<file path="src/rtl/xy_input_port_pkg.sv">
// Shared constants for the mesh input port: output-port encoding and the
// location of the destination coordinate fields inside a flit.
package xy_input_port_pkg;

   localparam int PORT_SEL_W = 3;
   localparam int PORT_N     = 5;

   // Encoding matches the crossbar select lines.
   typedef enum logic [PORT_SEL_W-1:0] {
      LOCAL = 3'd0,
      NORTH = 3'd1,
      EAST  = 3'd2,
      SOUTH = 3'd3,
      WEST  = 3'd4
   } port_e;

   localparam int DST_X_LSB = 0;
   localparam int DST_X_W   = 2;
   localparam int DST_Y_LSB = DST_X_LSB + DST_X_W;
   localparam int DST_Y_W   = 2;

endpackage

</file>
<file path="src/rtl/xy_input_port_if.sv">
// Link-side and switch-side signals of one router input port; the port is
// the slave, the upstream router / switch allocator side is the master.
interface xy_input_port_if
   import xy_input_port_pkg::*;
#(
   parameter int DATA_WIDTH = 8,
   parameter int CNT_W      = 3
);
   logic [DATA_WIDTH-1:0] data_i;
   logic                  vld_i;
   logic                  rdy_o;
   logic                  grant_i;
   logic [DATA_WIDTH-1:0] data_o;
   logic                  vld_o;
   logic [PORT_SEL_W-1:0] route_o;
   logic [CNT_W-1:0]      count_o;

   modport slave (
      input  data_i, vld_i, grant_i,
      output rdy_o, data_o, vld_o, route_o, count_o
   );

   modport master (
      output data_i, vld_i, grant_i,
      input  rdy_o, data_o, vld_o, route_o, count_o
   );
endinterface

</file>
<file path="src/rtl/xy_input_port_sync_fifo.sv">
// Small first-word-fall-through FIFO: head is read straight out of storage,
// flags and occupancy derive from a count that clears asynchronously.
module sync_fifo #(
   parameter int DATA_WIDTH = 8,
   parameter int DEPTH      = 4,
   localparam int PTR_W     = $clog2(DEPTH),
   localparam int CNT_W     = PTR_W + 1
) (
   input  logic                  clk_i,
   input  logic                  rst_i,
   input  logic                  push_req_i,
   input  logic [DATA_WIDTH-1:0] wr_data_i,
   input  logic                  pop_req_i,
   output logic                  rdy_o,
   output logic                  vld_o,
   output logic [DATA_WIDTH-1:0] rd_data_o,
   output logic [CNT_W-1:0]      count_o
);
   logic [DATA_WIDTH-1:0] mem_q [DEPTH];
   logic [PTR_W-1:0]      wr_ptr_q, wr_ptr_d;
   logic [PTR_W-1:0]      rd_ptr_q, rd_ptr_d;
   logic [CNT_W-1:0]      count_q, count_d;
   logic                  push, pop;

   assign rdy_o = (count_q != CNT_W'(DEPTH));
   assign vld_o = (count_q != '0);
   assign push  = push_req_i & rdy_o;
   assign pop   = pop_req_i & vld_o;

   always_comb begin
      wr_ptr_d = wr_ptr_q;
      rd_ptr_d = rd_ptr_q;
      count_d  = count_q;
      if (push) wr_ptr_d = wr_ptr_q + 1'b1;
      if (pop)  rd_ptr_d = rd_ptr_q + 1'b1;
      case ({push, pop})
         2'b10:   count_d = count_q + 1'b1;
         2'b01:   count_d = count_q - 1'b1;
         default: count_d = count_q;
      endcase
   end

   always_ff @(posedge clk_i or posedge rst_i) begin
      if (rst_i) begin
         wr_ptr_q <= '0;
         rd_ptr_q <= '0;
         count_q  <= '0;
      end else begin
         wr_ptr_q <= wr_ptr_d;
         rd_ptr_q <= rd_ptr_d;
         count_q  <= count_d;
      end
   end

   // Storage needs no reset: nothing is visible until count says so.
   always_ff @(posedge clk_i) begin
      if (push) mem_q[wr_ptr_q] <= wr_data_i;
   end

   assign rd_data_o = vld_o ? mem_q[rd_ptr_q] : '0;
   assign count_o   = count_q;
endmodule

</file>
<file path="src/rtl/xy_input_port.sv">
// Router input port: buffers incoming single-flit packets and requests the
// XY dimension-ordered output port for the head flit.
module xy_input_port
   import xy_input_port_pkg::*;
#(
   parameter int DATA_WIDTH = 8,
   parameter int X_W        = DST_X_W,
   parameter int Y_W        = DST_Y_W,
   parameter int ROUTER_X   = 1,
   parameter int ROUTER_Y   = 1,
   parameter int FIFO_DEPTH = 4
) (
   input  logic           clk_i,
   input  logic           rst_i,
   xy_input_port_if.slave port_if
);
   localparam logic [X_W-1:0] RX = X_W'(ROUTER_X);
   localparam logic [Y_W-1:0] RY = Y_W'(ROUTER_Y);

   logic [DATA_WIDTH-1:0] head;
   logic                  head_vld;
   logic [X_W-1:0]        dst_x;
   logic [Y_W-1:0]        dst_y;
   port_e                 route;

   sync_fifo #(
      .DATA_WIDTH (DATA_WIDTH),
      .DEPTH      (FIFO_DEPTH)
   ) u_fifo (
      .clk_i      (clk_i),
      .rst_i      (rst_i),
      .push_req_i (port_if.vld_i),
      .wr_data_i  (port_if.data_i),
      .pop_req_i  (port_if.grant_i),
      .rdy_o      (port_if.rdy_o),
      .vld_o      (head_vld),
      .rd_data_o  (head),
      .count_o    (port_if.count_o)
   );

   assign dst_x = head[X_W-1:0];
   assign dst_y = head[X_W+Y_W-1:X_W];

   // X is resolved fully before Y; comparisons are unsigned.
   always_comb begin
      route = LOCAL;
      if (head_vld) begin
         if (dst_x > RX)      route = EAST;
         else if (dst_x < RX) route = WEST;
         else if (dst_y > RY) route = NORTH;
         else if (dst_y < RY) route = SOUTH;
         else                 route = LOCAL;
      end
   end

   assign port_if.data_o  = head;
   assign port_if.vld_o   = head_vld;
   assign port_if.route_o = route;
endmodule

</file>
<file path="src/flat_wrapper.sv">
// flat-port wrapper written by rule: the top's interface ports become plain ports
module xy_input_port_flat import xy_input_port_pkg::*;
#(
   parameter int DATA_WIDTH = 8,
   parameter int X_W        = DST_X_W,
   parameter int Y_W        = DST_Y_W,
   parameter int ROUTER_X   = 1,
   parameter int ROUTER_Y   = 1,
   parameter int FIFO_DEPTH = 4
)
  (clk_i, rst_i, port_if_data_i, port_if_vld_i, port_if_grant_i, port_if_rdy_o, port_if_data_o, port_if_vld_o, port_if_route_o, port_if_count_o);
  xy_input_port_if #(.DATA_WIDTH(DATA_WIDTH), .CNT_W(3)) port_if_i ();
  input  logic clk_i;
  input  logic rst_i;
  input wire logic [$bits(port_if_i.data_i)-1:0] port_if_data_i;
  input wire logic [$bits(port_if_i.vld_i)-1:0] port_if_vld_i;
  input wire logic [$bits(port_if_i.grant_i)-1:0] port_if_grant_i;
  output wire logic [$bits(port_if_i.rdy_o)-1:0] port_if_rdy_o;
  output wire logic [$bits(port_if_i.data_o)-1:0] port_if_data_o;
  output wire logic [$bits(port_if_i.vld_o)-1:0] port_if_vld_o;
  output wire logic [$bits(port_if_i.route_o)-1:0] port_if_route_o;
  output wire logic [$bits(port_if_i.count_o)-1:0] port_if_count_o;
  assign port_if_i.data_i = port_if_data_i;
  assign port_if_i.vld_i = port_if_vld_i;
  assign port_if_i.grant_i = port_if_grant_i;
  assign port_if_rdy_o = port_if_i.rdy_o;
  assign port_if_data_o = port_if_i.data_o;
  assign port_if_vld_o = port_if_i.vld_o;
  assign port_if_route_o = port_if_i.route_o;
  assign port_if_count_o = port_if_i.count_o;
  xy_input_port #(.DATA_WIDTH(DATA_WIDTH), .X_W(X_W), .Y_W(Y_W), .ROUTER_X(ROUTER_X), .ROUTER_Y(ROUTER_Y), .FIFO_DEPTH(FIFO_DEPTH)) u_core (.clk_i(clk_i), .rst_i(rst_i), .port_if(port_if_i));
endmodule
</file>
<file path="config.mk">
export PLATFORM = sky130hd
export DESIGN_NAME = xy_input_port_flat
export DESIGN_NICKNAME = d
export VERILOG_FILES = /design/src/rtl/xy_input_port_pkg.sv /design/src/rtl/xy_input_port_if.sv /design/src/rtl/xy_input_port_sync_fifo.sv /design/src/rtl/xy_input_port.sv /design/src/flat_wrapper.sv
export SDC_FILE = /design/constraint.sdc
export NUM_CORES = 1
export LEC_CHECK = 0
export CAP_MARGIN = 10
export CORE_MARGIN = 2
export CORE_UTILIZATION = 56
export CTS_CLUSTER_DIAMETER = 200
export CTS_CLUSTER_SIZE = 16
export DETAILED_ROUTE_END_ITERATION = 12
export GPL_TIMING_DRIVEN = 0
export PLACE_DENSITY = 0.94
export SLEW_MARGIN = 5
export SYNTH_ARGS = -nofsm -noshare
export SYNTH_HDL_FRONTEND = slang
export SYNTH_SLANG_ARGS = --single-unit
</file>
<file path="constraint.sdc">
create_clock -name clk_i -period 4.9 [get_ports clk_i]
set_input_delay 0.98 -clock clk_i [delete_from_list [all_inputs] [get_ports clk_i]]
set_output_delay 0.98 -clock clk_i [all_outputs]
set_load 0.005 [all_outputs]
</file>
---- Word-level counts from Yosys, hierarchy flattened ----
Memory sizes are Yosys's and may differ from the RTL's.
Index checks and enable logic that the tools add are counted.
operators by class
  add/subtract/negate cells ............... 4
  order comparisons ....................... 4
  equal/unequal tests ..................... 3
  multiplexer cells ....................... 9
  bitwise operators ....................... 2
  reductions and logical operators ........ 2
operators with widths
  kind                 number
  $mux 3               4
  $mux 8               1
  $pmux 3 s2           1
  $add 2x1->2 const B  2
  $gt 2x1->1 const B   2
  $lt 2x1->1 const B   2
  $add 3x1->3 const B  1
  $ne 3x3->1 const B   1
  $reduce_bool 3->1    1
  $sub 3x1->3 const B  1
  $and 1x1->1          2
  $eq 2x1->1 const B   1
  $eq 2x2->1 const B   1
  $mux 1               2
  $mux 2               1
  $reduce_bool 2->1    1
storage, ports and cells
  bits in registers ....................... 7
  bits in writable memories ............... 32
  input port bits ......................... 12
  output and inout bits ................... 16
  word-level logic and storage cells ...... 28
  memories ................................ 1
memories
  memory               depth  bits a word  read ports  clocked after Yosys merged registers in  write ports  RTL line                       source
  u_core.u_fifo.mem_q  4      8            1           0                                        1            xy_input_port_sync_fifo.sv:19  logic [DATA_WIDTH-1:0] mem_q [DEPTH];

---- Logic depth before layout (Yosys ltp) ----
  depth in word-level cells ............... 8
  gate-level depth with buffers ........... 10

---- Cells and area by module ----
A second synthesis with hierarchy kept.
unflattened totals
  cells, all modules ...................... 96
  area, all modules ....................... 1682.9 um^2
modules (own cells, without submodules)
  module         times used  cells an instance  area each (um^2)  sequential area each (um^2)
  sync_fifo      1           89                 1639.1            1136.1
  xy_input_port  1           7                  43.8              0.0

---- Least setup slack after synthesis ----
Ideal clock, no wire load.
  kind .................................... flip-flop to output port
  from .................................... register u_core.u_fifo.rd_ptr_q[0]
  to ...................................... output port port_if_route_o[1]
  arrival time ............................ 1.404 ns
  required time ........................... 3.920 ns
  setup slack ............................. 2.516 ns
  stages on the path, launching flop included .. 5
  path through ............................ dfrtp_1 > buf_6 > mux4_2 > and2_4 > or2_1
on the way
  elaborated cells between the ends (all ways) .. 11
  classes of those cells .................. order compare: 4; mux: 6; memory: 1
RTL lines
  what                    RTL line                       source
  from (decl)             xy_input_port_sync_fifo.sv:21  logic [PTR_W-1:0] rd_ptr_q, rd_ptr_d;
  from (signal assigned)  xy_input_port_sync_fifo.sv:50  rd_ptr_q <= rd_ptr_d;
  $mem_v2 4x8 *           --
  $mux 8 *                xy_input_port_sync_fifo.sv:60  assign rd_data_o = vld_o ? mem_q[rd_ptr_q] : '0;
  net port_if_data_o[1]   flat_wrapper.sv:19             output wire logic [$bits(port_if_i.data_o)-1:0] port_if_data_o;
  $lt 2x1->1              xy_input_port.sv:49            else if (dst_x < RX) route = WEST;
  $mux 3                  xy_input_port.sv:49
  $mux 3 *                xy_input_port.sv:48            if (dst_x > RX) route = EAST;
  $mux 3 *                xy_input_port.sv:47            if (head_vld) begin
  to (decl)               flat_wrapper.sv:21             output wire logic [$bits(port_if_i.route_o)-1:0] port_if_route_o;
The timed path passes the listed nets; every way through them passes the cells marked *.

---- Final worst setup path ----
  from .................................... register u_core.u_fifo.rd_ptr_q[1]
  to ...................................... output port port_if_route_o[0]
on the way
  word-level cells in the longest chain between the ends .. 8
  elaborated cells between the ends (all ways) .. 11
  classes of those cells .................. order compare: 4; mux: 6; memory: 1
RTL lines
  what           RTL line                       source
  $mem_v2 4x8 *  --
  $mux 8 *       xy_input_port_sync_fifo.sv:60
  $lt 2x1->1     xy_input_port.sv:51            else if (dst_y < RY) route = SOUTH;
  $mux 2         xy_input_port.sv:51
  $mux 3         xy_input_port.sv:50            else if (dst_y > RY) route = NORTH;
  $mux 3         xy_input_port.sv:49
  $mux 3 *       xy_input_port.sv:48
  $mux 3 *       xy_input_port.sv:47
Mark *: on every way between the ends. The rest lies on a longest branch, timed or not.

==> impl_metrics.env <==
export IMPL_outcome="finished, violations left"
export IMPL_violations="design-rule violations"
export IMPL_yosys_warnings=0
export IMPL_slew_headroom_pct=59.1
export IMPL_dr_pass1_iters=10
export IMPL_cp_required_ps=3920
export IMPL_report_final_slew_viol_count=0
export IMPL_die_x_um=59.0
export IMPL_critPathLaunchType="register"
export IMPL_setup_violations=0
export IMPL_tightest_slew_ps=609
export IMPL_hp_start="u_core.u_fifo.count_o[2]$_DFFE_PP0P_"
export IMPL_reg2reg_from="u_core.u_fifo.count_o[1]$_DFFE_PP0P_"
export IMPL_crit_buf_inv=2
export IMPL_ir_worst_vdd_mv=0.429
export IMPL_hold_slack_ps=532
export IMPL_crit_fanout=9
export IMPL_final_cell_mix="edfxtp_1 (32), clkdlybuf4s50_1 (27), and2_1 (9)"
export IMPL_grt_usage_pct=18.7
export IMPL_grt_start_max_net_pins=14
export IMPL_ant_nets=0
export IMPL_start_util_pct=60.3
export IMPL_slowest_stage="clkdlybuf4s50_1"
export IMPL_cts_repair_resized=0
export IMPL_core_mm2=0.00281
export IMPL_port_buffers=27
export IMPL_ios=28
export IMPL_viasPerCell=5.61
export IMPL_synth_seq_area_share_pct=67.2
export IMPL_layout_min_cycle_time_ps=3390
export IMPL_post_cts_setup_buffer_count=0
export IMPL_clk_latency_ps=340
export IMPL_powerDensity_mw_per_mm2=624
export IMPL_synth_edf_count=32
export IMPL_fin_setup_tns_ps=0
export IMPL_cts_buffer_depth=2
export IMPL_cts_tree="done"
export IMPL_antenna_found_initial=0
export IMPL_grt_pass1_vias=944
export IMPL_crit_chain="clkbuf_1, mux4_2, nor2b_1, nor4b_2, clkdlybuf4s50_1"
export IMPL_ff2ff_setup_slack_ps=2450
export IMPL_critical_path_top_delay_family="buffers and inverters"
export IMPL_dieHeight_um=59.0
export IMPL_yosysUniqueCellTypes=25
export IMPL_cts_buffers=5
export IMPL_crit_arrival_ps=2410
export IMPL_crit_path_start="u_core.u_fifo.rd_ptr_q[1]$_DFFE_PP0P_"
export IMPL_finalCritPeriodShare_pct=69.1
export IMPL_min_path_type="reg2reg"
export IMPL_area_growth_pct=24.5
export IMPL_die_area_mm2=0.00348
export IMPL_nNetsFinal=147
export IMPL_syn_area_mm2=0.00169
export IMPL_drc=1
export IMPL_path_clk_slew_ps=110
export IMPL_cp_end_kind="output port"
export IMPL_path_class="reg2out"
export IMPL_wire_per_inst_um=16.2
export IMPL_r2r_cells=10
export IMPL_skew_ps=5.14
export IMPL_routed_wl_um=2610
export IMPL_postSynthAreaPerCell_um2=17.8
export IMPL_drt_iter0_drc=25
export IMPL_ys_seq_elements=39
export IMPL_via_count=904
export IMPL_syn_nets=113
export IMPL_hold_buffers=0
export IMPL_grt_setup_unrepaired="false"
export IMPL_reg2reg_to="u_core.u_fifo.count_o[2]$_DFFE_PP0P_"
export IMPL_layout_commonest_cell="edfxtp_1"
export IMPL_fmax_mhz=295
export IMPL_synth_top_flop_cell="edfxtp_1"
export IMPL_htree_levels=2
export IMPL_synthArstFlopShare_pct=17.9
export IMPL_grt_pass1_wl_um=4510
export IMPL_cts_root_buf="clkbuf_4"
export IMPL_maxCapViolCount=0
export IMPL_endpoint="port_if_route_o[0]"
export IMPL_grt_overflow=0
export IMPL_rows=19
export IMPL_finalWeightedCongestion=0.711
export IMPL_diodes=0
export IMPL_p_leak_uw=0.000787
export IMPL_cts_num_sinks=39
export IMPL_synthesis_instances=95
export IMPL_cp_slowest_stage_delay_ps=540
export IMPL_finalHoldViolCount=0
export IMPL_final_layout_size_suffix_gt1_share_pct=13.1
export IMPL_cp_depth=5
==> registers in the layout, summed over array words and instances, names as in the netlist <==
signal	cells
u_core.u_fifo.count_o	3
u_core.u_fifo.mem_q	32
u_core.u_fifo.rd_ptr_q	2
u_core.u_fifo.wr_ptr_q	2
==> area by class of cell <==
class / count / area, µm²
multi-input combinational: 45 / 505
clock buffer: 5 / 37.5
clock inverter: 3 / 67.6
tap: 31 / 38.8
sequential: 39 / 1140
fill: 177 / 699
timing repair buffer: 27 / 270
inverter: 8 / 30.0
buffer: 3 / 20.0
==> worst min-delay path by stage <==
stage	slack [ps]	cells after the start	to
6_report	530	1	u_core.u_fifo.count_o[2]$_DFFE_PP0P_
3_5_place_dp	520	1	u_core.u_fifo.count_o[2]$_DFFE_PP0P_
4_1_cts	530	1	u_core.u_fifo.count_o[2]$_DFFE_PP0P_
3_3_place_gp	500	1	u_core.u_fifo.count_o[2]$_DFFE_PP0P_
2_1_floorplan	500	1	u_core.u_fifo.count_o[2]$_DFFE_PP0P_
5_1_grt	600	1	u_core.u_fifo.count_o[0]$_DFFE_PP0P_
==> logic make-up after synthesis <==
kind of cell,count (synthesis),synth area share (%)
muxes,10,12.8
DFF,39,67.2
and+or+nand+nor,23,9.10
buffers and inverters,11,2.96
adders and majority gates,6,4.88
xor gates and xnor gates,6,3.11
==> power by group <==
group	switching (µW)	leakage (µW)	internal, µW
Clock	102	0.0000514	159
Sequential	37.7	0.000375	449
Combinational	229	0.000361	337
Total	369	0.000787	945
==> Yosys cell counts, types with 2 or more instances <==
| library cell | number | share of area (%) |
|---|---|---|
| inv_1 | 8 | 1.8 |
| mux4_1 | 4 | 6.2 |
| ha_1 | 5 | 3.7 |
| and2_1 | 9 | 3.3 |
| edfxtp_1 | 32 | 57 |
| nor3_1 | 2 | 0.59 |
| xnor2_1 | 3 | 1.6 |
| mux4_2 | 4 | 5.3 |
| xor2_1 | 3 | 1.6 |
| dfrtp_1 | 7 | 10 |
| and3_1 | 4 | 1.5 |
==> routing by layer <==
layer	routed length, µm	track usage [%]	vias to the layer above
met5	0	0	-
met4	48	8.77	0
met3	134	6.81	7
met2	1390	30.8	31
met1	1040	22.0	444
li1	-	-	422
==> through the flow <==
step / worst slack [ps] / utilization [%] / cells / total power (µW) / instance area, µm²
global route: 1300 / 75.1 / 161 / 1400 / 2110
CTS: 1460 / 75.1 / 161 / 1330 / 2110
floorplan: 2520 / - / 95 / 808 / 1690
finish: 1510 / 75.1 / 161 / 1310 / 2110
global placement: 1940 / 71.3 / 153 / 1030 / 2000
detailed placement: 1860 / 71.3 / 153 / 1070 / 2000
Note: power is estimated with default switching activity, not from simulation.
